[config.mk]
export PLATFORM = sky130hd
export DESIGN_NAME = hazard_forward_unit_flat
export DESIGN_NICKNAME = d
export VERILOG_FILES = /design/src/rtl/hazard_forward_unit_if.sv /design/src/rtl/hazard_forward_unit.sv /design/src/flat_wrapper.sv
export SDC_FILE = /design/constraint.sdc
export NUM_CORES = 1
export LEC_CHECK = 0
export CAP_MARGIN = 20
export CORE_UTILIZATION = 50
export CTS_CLUSTER_DIAMETER = 150
export DETAILED_ROUTE_END_ITERATION = 7
export GPL_ROUTABILITY_DRIVEN = 0
export PLACE_DENSITY = 0.78
export SLEW_MARGIN = 20
export SYNTH_ARGS = -nofsm -noshare
export SYNTH_HDL_FRONTEND = slang
export SYNTH_SLANG_ARGS = --single-unit
[constraint.sdc]
create_clock -name clk -period 3 [get_ports clk]
set_clock_uncertainty 0.1 [all_clocks]
set_input_delay 0.45 -clock clk [delete_from_list [all_inputs] [get_ports clk]]
set_output_delay 0.45 -clock clk [all_outputs]
set_load 0.01 [all_outputs]
[src/rtl/hazard_forward_unit_if.sv]
// rtl/hazard_forward_unit_if.sv - ID-stage request and hazard/forward control bundle
//
// Groups everything between the pipeline datapath and the hazard unit
// except clk and reset.
//   master : pipeline side. Drives the ID fields and ex_redirect.
//            Receives the forwarding selects, bypass, stall, flushes and counters.
//   slave  : hazard unit side. Mirror image of master.
// Signals:
//   id_valid, id_rs, id_rt, id_uses_rs, id_uses_rt : instruction currently in ID
//   id_dest, id_regwrite, id_memread               : its write-back info
//   ex_redirect                                    : taken branch/jump resolved in EX
//   fwd_a_sel, fwd_b_sel                           : EX operand mux selects
//   id_bypass_a, id_bypass_b                       : ID read takes WB write data
//   stall, flush_ifid, flush_idex                  : pipeline control
//   stall_count, flush_count                       : saturating event counters

interface hazard_forward_unit_if #(
  parameter int REG_AW = 5,
  parameter int CNT_W  = 16
);

  logic              id_valid;
  logic [REG_AW-1:0] id_rs;
  logic [REG_AW-1:0] id_rt;
  logic              id_uses_rs;
  logic              id_uses_rt;
  logic [REG_AW-1:0] id_dest;
  logic              id_regwrite;
  logic              id_memread;
  logic              ex_redirect;

  logic [1:0]        fwd_a_sel;
  logic [1:0]        fwd_b_sel;
  logic              id_bypass_a;
  logic              id_bypass_b;
  logic              stall;
  logic              flush_ifid;
  logic              flush_idex;
  logic [CNT_W-1:0]  stall_count;
  logic [CNT_W-1:0]  flush_count;

  modport master (
    output id_valid, id_rs, id_rt, id_uses_rs, id_uses_rt,
           id_dest, id_regwrite, id_memread, ex_redirect,
    input  fwd_a_sel, fwd_b_sel, id_bypass_a, id_bypass_b,
           stall, flush_ifid, flush_idex, stall_count, flush_count
  );

  modport slave (
    input  id_valid, id_rs, id_rt, id_uses_rs, id_uses_rt,
           id_dest, id_regwrite, id_memread, ex_redirect,
    output fwd_a_sel, fwd_b_sel, id_bypass_a, id_bypass_b,
           stall, flush_ifid, flush_idex, stall_count, flush_count
  );

endinterface

[src/rtl/hazard_forward_unit.sv]
// rtl/hazard_forward_unit.sv - load-use stall, operand forwarding, ID bypass and redirect flush
//
// Keeps a shadow copy of the instructions in EX, MEM and WB.
// All hazard decisions are made from that shadow copy plus the ID-stage fields.
// Ports:
//   clk   : system clock, rising edge
//   reset : asynchronous, active-high
//   hz    : hazard_forward_unit_if.slave.
//           Carries the ID-stage fields and ex_redirect in.
//           Carries the forwarding selects, ID bypass, stall, flushes and saturating counters out.

module hazard_forward_unit #(
  parameter int REG_AW = 5,
  parameter int CNT_W  = 16
) (
  input logic                  clk,
  input logic                  reset,
  hazard_forward_unit_if.slave hz
);

  localparam logic [1:0] SEL_RF  = 2'b00;
  localparam logic [1:0] SEL_MEM = 2'b01;
  localparam logic [1:0] SEL_WB  = 2'b10;

  typedef struct packed {
    logic              valid;
    logic [REG_AW-1:0] rs;
    logic [REG_AW-1:0] rt;
    logic              uses_rs;
    logic              uses_rt;
    logic [REG_AW-1:0] dest;
    logic              regwrite;
    logic              memread;
  } stage_t;

  stage_t ex_q, ex_d;
  stage_t mem_q;
  stage_t wb_q;

  logic [CNT_W-1:0] stall_cnt_q, stall_cnt_d;
  logic [CNT_W-1:0] flush_cnt_q, flush_cnt_d;

  logic       stall_w;
  logic       load_use_w;
  logic       ex_wr_w, mem_wr_w, wb_wr_w;
  logic [1:0] fwd_a_w, fwd_b_w;
  logic       byp_a_w, byp_b_w;

  // $zero is hard-wired, so a stage that targets it never produces a value.
  function automatic logic is_writer(input stage_t s);
    return s.valid && s.regwrite && (s.dest != '0);
  endfunction

  // MEM holds the younger result, so it is checked before WB.
  function automatic logic [1:0] fwd_select(input logic              uses,
                                            input logic [REG_AW-1:0] src,
                                            input logic              mem_wr,
                                            input logic [REG_AW-1:0] mem_dest,
                                            input logic              wb_wr,
                                            input logic [REG_AW-1:0] wb_dest);
    if (uses && mem_wr && (mem_dest == src)) return SEL_MEM;
    if (uses && wb_wr && (wb_dest == src))   return SEL_WB;
    return SEL_RF;
  endfunction

  assign ex_wr_w  = is_writer(ex_q);
  assign mem_wr_w = is_writer(mem_q);
  assign wb_wr_w  = is_writer(wb_q);

  // Forwarding for the instruction sitting in EX.
  always_comb begin
    fwd_a_w = SEL_RF;
    fwd_b_w = SEL_RF;
    if (ex_q.valid) begin
      fwd_a_w = fwd_select(ex_q.uses_rs, ex_q.rs, mem_wr_w, mem_q.dest, wb_wr_w, wb_q.dest);
      fwd_b_w = fwd_select(ex_q.uses_rt, ex_q.rt, mem_wr_w, mem_q.dest, wb_wr_w, wb_q.dest);
    end
  end

  // The register file write and the ID read share an edge.
  // The ID read must see the WB data directly.
  always_comb begin
    byp_a_w = hz.id_valid && hz.id_uses_rs && wb_wr_w && (wb_q.dest == hz.id_rs);
    byp_b_w = hz.id_valid && hz.id_uses_rt && wb_wr_w && (wb_q.dest == hz.id_rt);
  end

  // A load in EX has no data until MEM.
  // A dependent instruction in ID waits one cycle.
  // A redirect squashes the ID instruction anyway, so it wins over the stall.
  always_comb begin
    load_use_w = ex_wr_w && ex_q.memread &&
                 ((hz.id_uses_rs && (hz.id_rs == ex_q.dest)) ||
                  (hz.id_uses_rt && (hz.id_rt == ex_q.dest)));
    stall_w    = hz.id_valid && !hz.ex_redirect && load_use_w;
  end

  // ID -> EX transfer, with a bubble on stall or redirect.
  always_comb begin
    ex_d = '0;
    if (!stall_w && !hz.ex_redirect) begin
      ex_d.valid    = hz.id_valid;
      ex_d.rs       = hz.id_rs;
      ex_d.rt       = hz.id_rt;
      ex_d.uses_rs  = hz.id_uses_rs;
      ex_d.uses_rt  = hz.id_uses_rt;
      ex_d.dest     = hz.id_dest;
      ex_d.regwrite = hz.id_regwrite;
      ex_d.memread  = hz.id_memread;
    end
  end

  always_comb begin
    stall_cnt_d = stall_cnt_q;
    flush_cnt_d = flush_cnt_q;
    if (stall_w && (stall_cnt_q != '1))        stall_cnt_d = stall_cnt_q + CNT_W'(1);
    if (hz.ex_redirect && (flush_cnt_q != '1)) flush_cnt_d = flush_cnt_q + CNT_W'(1);
  end

  always_ff @(posedge clk or posedge reset) begin
    if (reset) begin
      ex_q        <= '0;
      mem_q       <= '0;
      wb_q        <= '0;
      stall_cnt_q <= '0;
      flush_cnt_q <= '0;
    end else begin
      ex_q        <= ex_d;
      mem_q       <= ex_q;
      wb_q        <= mem_q;
      stall_cnt_q <= stall_cnt_d;
      flush_cnt_q <= flush_cnt_d;
    end
  end

  // The full record is carried down the pipe for debug visibility.
  // Later stages only consult valid/regwrite/dest.
  logic unused_stage_bits;
  assign unused_stage_bits = ^{mem_q.rs, mem_q.rt, mem_q.uses_rs, mem_q.uses_rt, mem_q.memread,
                               wb_q.rs, wb_q.rt, wb_q.uses_rs, wb_q.uses_rt, wb_q.memread};

  assign hz.fwd_a_sel   = fwd_a_w;
  assign hz.fwd_b_sel   = fwd_b_w;
  assign hz.id_bypass_a = byp_a_w;
  assign hz.id_bypass_b = byp_b_w;
  assign hz.stall       = stall_w;
  assign hz.flush_ifid  = hz.ex_redirect;
  assign hz.flush_idex  = hz.ex_redirect;
  assign hz.stall_count = stall_cnt_q;
  assign hz.flush_count = flush_cnt_q;

endmodule

[src/flat_wrapper.sv]
// flat-port wrapper written by rule: the top's interface ports become plain ports
module hazard_forward_unit_flat 
#(
  parameter int REG_AW = 5,
  parameter int CNT_W  = 16
)
  (clk, reset, hz_id_valid, hz_id_rs, hz_id_rt, hz_id_uses_rs, hz_id_uses_rt, hz_id_dest, hz_id_regwrite, hz_id_memread, hz_ex_redirect, hz_fwd_a_sel, hz_fwd_b_sel, hz_id_bypass_a, hz_id_bypass_b, hz_stall, hz_flush_ifid, hz_flush_idex, hz_stall_count, hz_flush_count);
  hazard_forward_unit_if #(.REG_AW(REG_AW), .CNT_W(CNT_W)) hz_i ();
  input logic clk;
  input logic reset;
  input wire logic [$bits(hz_i.id_valid)-1:0] hz_id_valid;
  input wire logic [$bits(hz_i.id_rs)-1:0] hz_id_rs;
  input wire logic [$bits(hz_i.id_rt)-1:0] hz_id_rt;
  input wire logic [$bits(hz_i.id_uses_rs)-1:0] hz_id_uses_rs;
  input wire logic [$bits(hz_i.id_uses_rt)-1:0] hz_id_uses_rt;
  input wire logic [$bits(hz_i.id_dest)-1:0] hz_id_dest;
  input wire logic [$bits(hz_i.id_regwrite)-1:0] hz_id_regwrite;
  input wire logic [$bits(hz_i.id_memread)-1:0] hz_id_memread;
  input wire logic [$bits(hz_i.ex_redirect)-1:0] hz_ex_redirect;
  output wire logic [$bits(hz_i.fwd_a_sel)-1:0] hz_fwd_a_sel;
  output wire logic [$bits(hz_i.fwd_b_sel)-1:0] hz_fwd_b_sel;
  output wire logic [$bits(hz_i.id_bypass_a)-1:0] hz_id_bypass_a;
  output wire logic [$bits(hz_i.id_bypass_b)-1:0] hz_id_bypass_b;
  output wire logic [$bits(hz_i.stall)-1:0] hz_stall;
  output wire logic [$bits(hz_i.flush_ifid)-1:0] hz_flush_ifid;
  output wire logic [$bits(hz_i.flush_idex)-1:0] hz_flush_idex;
  output wire logic [$bits(hz_i.stall_count)-1:0] hz_stall_count;
  output wire logic [$bits(hz_i.flush_count)-1:0] hz_flush_count;
  assign hz_i.id_valid = hz_id_valid;
  assign hz_i.id_rs = hz_id_rs;
  assign hz_i.id_rt = hz_id_rt;
  assign hz_i.id_uses_rs = hz_id_uses_rs;
  assign hz_i.id_uses_rt = hz_id_uses_rt;
  assign hz_i.id_dest = hz_id_dest;
  assign hz_i.id_regwrite = hz_id_regwrite;
  assign hz_i.id_memread = hz_id_memread;
  assign hz_i.ex_redirect = hz_ex_redirect;
  assign hz_fwd_a_sel = hz_i.fwd_a_sel;
  assign hz_fwd_b_sel = hz_i.fwd_b_sel;
  assign hz_id_bypass_a = hz_i.id_bypass_a;
  assign hz_id_bypass_b = hz_i.id_bypass_b;
  assign hz_stall = hz_i.stall;
  assign hz_flush_ifid = hz_i.flush_ifid;
  assign hz_flush_idex = hz_i.flush_idex;
  assign hz_stall_count = hz_i.stall_count;
  assign hz_flush_count = hz_i.flush_count;
  hazard_forward_unit #(.REG_AW(REG_AW), .CNT_W(CNT_W)) u_core (.clk(clk), .reset(reset), .hz(hz_i));
endmodule
==> flow_summary.ini <==
[run_status]
status = finished clean

[clock_network]
clk_pin_slew_ps = 70
cts_tree = done
htree_levels = 3
cts_made_buffers = 9
cts.sinks = 66
root_buffer = clkbuf_8
cts_buffer_depth = 2
insertion_delay_ps = 340

[critical_path]
cp-end-kind = output port
crit_arrival_ps = 2330
crit_chain = or4_4 -> o211ai_4 -> inv_2 -> and2_1 -> clkdlybuf4s50_1
timing.rr.end = u_core.hz.stall_count[1]$_DFFE_PP0P_
worstSetupStartpointType = flop
required_ps = 2450
r2r_start = u_core.hz.stall_count[0]$_DFFE_PP0P_
critical_path_class = reg2out
crit_slowest_cell = or4_4
r2r_cells = 6
cp_max_fo = 5
r2r_slack_ps = 900
cpPeakStageDelay_ps = 570

[timing]
fmax_ghz = 0.3472
hold_violations = 0
timing.final.crit_share_pct = 96.00
tns_ps = 0
setup_viol = 0
rsz0062_at_grt = no
slew_viol_final = 0
worst_slack_ps = 119.9
fin_crit_ps = 2880
tightest_slew_ps = 683.6
relSlewSlack_pct = 54.01

[min_path]
hold_start = u_core.mem_q[1]$_DFF_PP0_
hp-class = reg2reg
hold_path_end = u_core.wb_q[1]$_DFF_PP0_
hold_path_depth = 0

[placed_design]
pre_cts_ws_ps = 78.06
port-buffer-count = 63
dp_hpwl_microns = 4699

[synth]
synth_edf_count = 0
synth-seq-cells = 66
synthAdderAreaFrac_pct = 0.7902
seq_area_frac_synth_pct = 52.15
async_flop_share_pct = 100.0
synth.most_common_cell = dfrtp_1
synthSimpleGateAreaFrac_pct = 20.94
synthCells = 283
synth_top_family_by_area = simple AND/OR/NAND/NOR gates
syn-cell-area_sq_mm = 0.003167
synthMuxAreaShare_pct = 1.067
yosys-top-cells-area = dfrtp_1 52%, xnor2_1 13%, xor2_1 6.1%
ys_warn_count = 0
synth_commonest_cells = 66 x dfrtp_1, 46 x xnor2_1, 24 x and2_1
yosysUniqueCellTypes = 39
synth_xor_area_share_pct = 18.81
synth_compound_area_share_pct = 3.832
synth.avg_cell_area_sq_um = 11.19
synth_area_leader_cell = dfrtp_1
ys.flop_type = dfrtp_1
yosysTopAreaCellShare_pct = 52.15
synth_nets = 308

[pwr]
ir_drop_mv = 0.4588
p_per_area_mw_per_mm2 = 560.1
p_leak_nw = 1.758

[global_route]
grt_usage_pct = 22.64
grt_pass1_wl_microns = 10830
antenna_found_initial = 0
grt_max_degree = 44
grt_overflow = 0
first_global_vias = 2280

[layout]
area_delta_synth_final_pct = 30.23
drive_gt1_share_pct = 8.732
multi_input_area_sq_mm = 0.001445
ff_latch_area_sq_mm = 0.001652
antenna_cells = 0
utilization_pct = 68.44
layout.nets = 375
n_fill_cell = 494

[floorplanning]
fp.dieW_microns = 81.59
start_util_pct = 52.55
die_y_microns = 81.59
core.rowCount = 28
core_area_sq_mm = 0.006026
dieArea_sq_mm = 0.006656
ioPinCount = 64

[route]
ant_nets = 0
drc = 0
first_pass_iters = 5
wl_per_cell_microns = 15.29
vias = 2270
drt-initial-drc-count = 126
via_per_inst = 5.279
wl_microns = 6575

[flow_run]
drv_cap = 0
[critical path, delay by kind of cell (launching register included)]
| kind | cells | cell delay, ps |
|---|---|---|
| DFF | 1 | 430 |
| buffers and inverters | 2 | 580 |
| AOI/OAI and AO/OA | 1 | 240 |
| and+or+nand+nor | 2 | 740 |
[what timing repair did]
action                     4_1_cts  5_1_grt
gates cloned                     0        0
pin swaps                        1        1
resized for setup                1        2
hold buffers                     0        0
setup endpoints to repair        1        3
setup buffers                    0        0
[where the power goes]
group	internal, mW	total, mW	leakage (nW)	switching (mW)
Clock	0.595	0.922	0.129	0.327
Combinational	0.193	0.336	0.755	0.143
Sequential	0.958	1.05	0.874	0.0939
Total	1.75	2.31	1.76	0.564
[cells by family (layout without fill, tap and decap cells)]
group / count (synthesis) / count (layout)
and+or+nand+nor: 120 / 120
DFF: 66 / 66
buffers and inverters: 14 / 86
AOI/OAI and AO/OA: 10 / 10
adders and majority gates: 2 / 2
xor gates and xnor gates: 68 / 68
muxes: 3 / 3
[metrics by stage]
stage / instances / power (mW) / instance area (sq um) / hold WS, ps
after floorplan: 283 / 1.226 / 3167 / 247.0
after global placement: 414 / 1.394 / 3865 / 263.1
after detailed placement: 414 / 1.402 / 3865 / 260.3
after CTS: 430 / 2.335 / 4115 / 276.5
after global routing: 430 / 2.421 / 4124 / 283.5
final: 430 / 2.310 / 4124 / 272.8
[layout make-up]
type | count | share of cell area, %
Timing Repair Buffer | 66 | 16.17
Inverter | 4 | 0.3641
Clock inverter | 5 | 2.427
Sequential cell | 66 | 40.05
Multi-Input combinational cell | 203 | 35.04
Tap cell | 75 | 2.275
Clock buffer | 11 | 3.671
[state kept, by name (all words and copies together) (netlist names)]
name,flops
u_core.ex_q,20
u_core.hz.flush_count,16
u_core.hz.stall_count,16
u_core.mem_q,7
u_core.wb_q,7
[how the worst max path moves through the flow]
stage | start | endpoint | slack, ps
final | u_core.ex_q[2]$_DFF_PP0_ | hz_stall | 120
after global routing | u_core.mem_q[2]$_DFF_PP0_ | hz_fwd_a_sel[0] | 0.9
after CTS | u_core.mem_q[2]$_DFF_PP0_ | hz_fwd_b_sel[1] | 1
after detailed placement | hz_id_rt[0] | hz_id_bypass_b | 80
after global placement | hz_id_rt[0] | hz_id_bypass_b | 100
after floorplan | reset | u_core.ex_q[0]$_DFF_PP0_ | 800
[layer usage]
layer | vias up | track usage, % | routed length, microns
li1 | 1104 | - | -
met4 | 0 | 7.895 | 73
met2 | 67 | 36.00 | 3161
met5 | - | 0 | 0
met1 | 1091 | 29.00 | 2989
met3 | 8 | 7.556 | 351
[placed cells by master (no fill, tap or decap), drive strengths merged, types with 2 or more instances in the layout]
| master | n |
|---|---|
| bufinv | 3 |
| xnor2 | 46 |
| nor4 | 6 |
| clkbuf | 11 |
| or4 | 2 |
| nand2 | 17 |
| ha | 2 |
| a21oi | 3 |
| and4 | 2 |
| clkdlybuf4s50 | 61 |
| xor2 | 22 |
| or3 | 2 |
| inv | 4 |
| buf | 3 |
| a31oi | 2 |
| and3 | 6 |
| nand3 | 20 |
| mux2 | 3 |
| o211ai | 2 |
| clkinv | 2 |
| and2 | 24 |
| nor2 | 11 |
| dfrtp | 66 |
| nor3 | 9 |
| nand4 | 15 |
No activity file was read; power rests on OpenSTA's default activity.
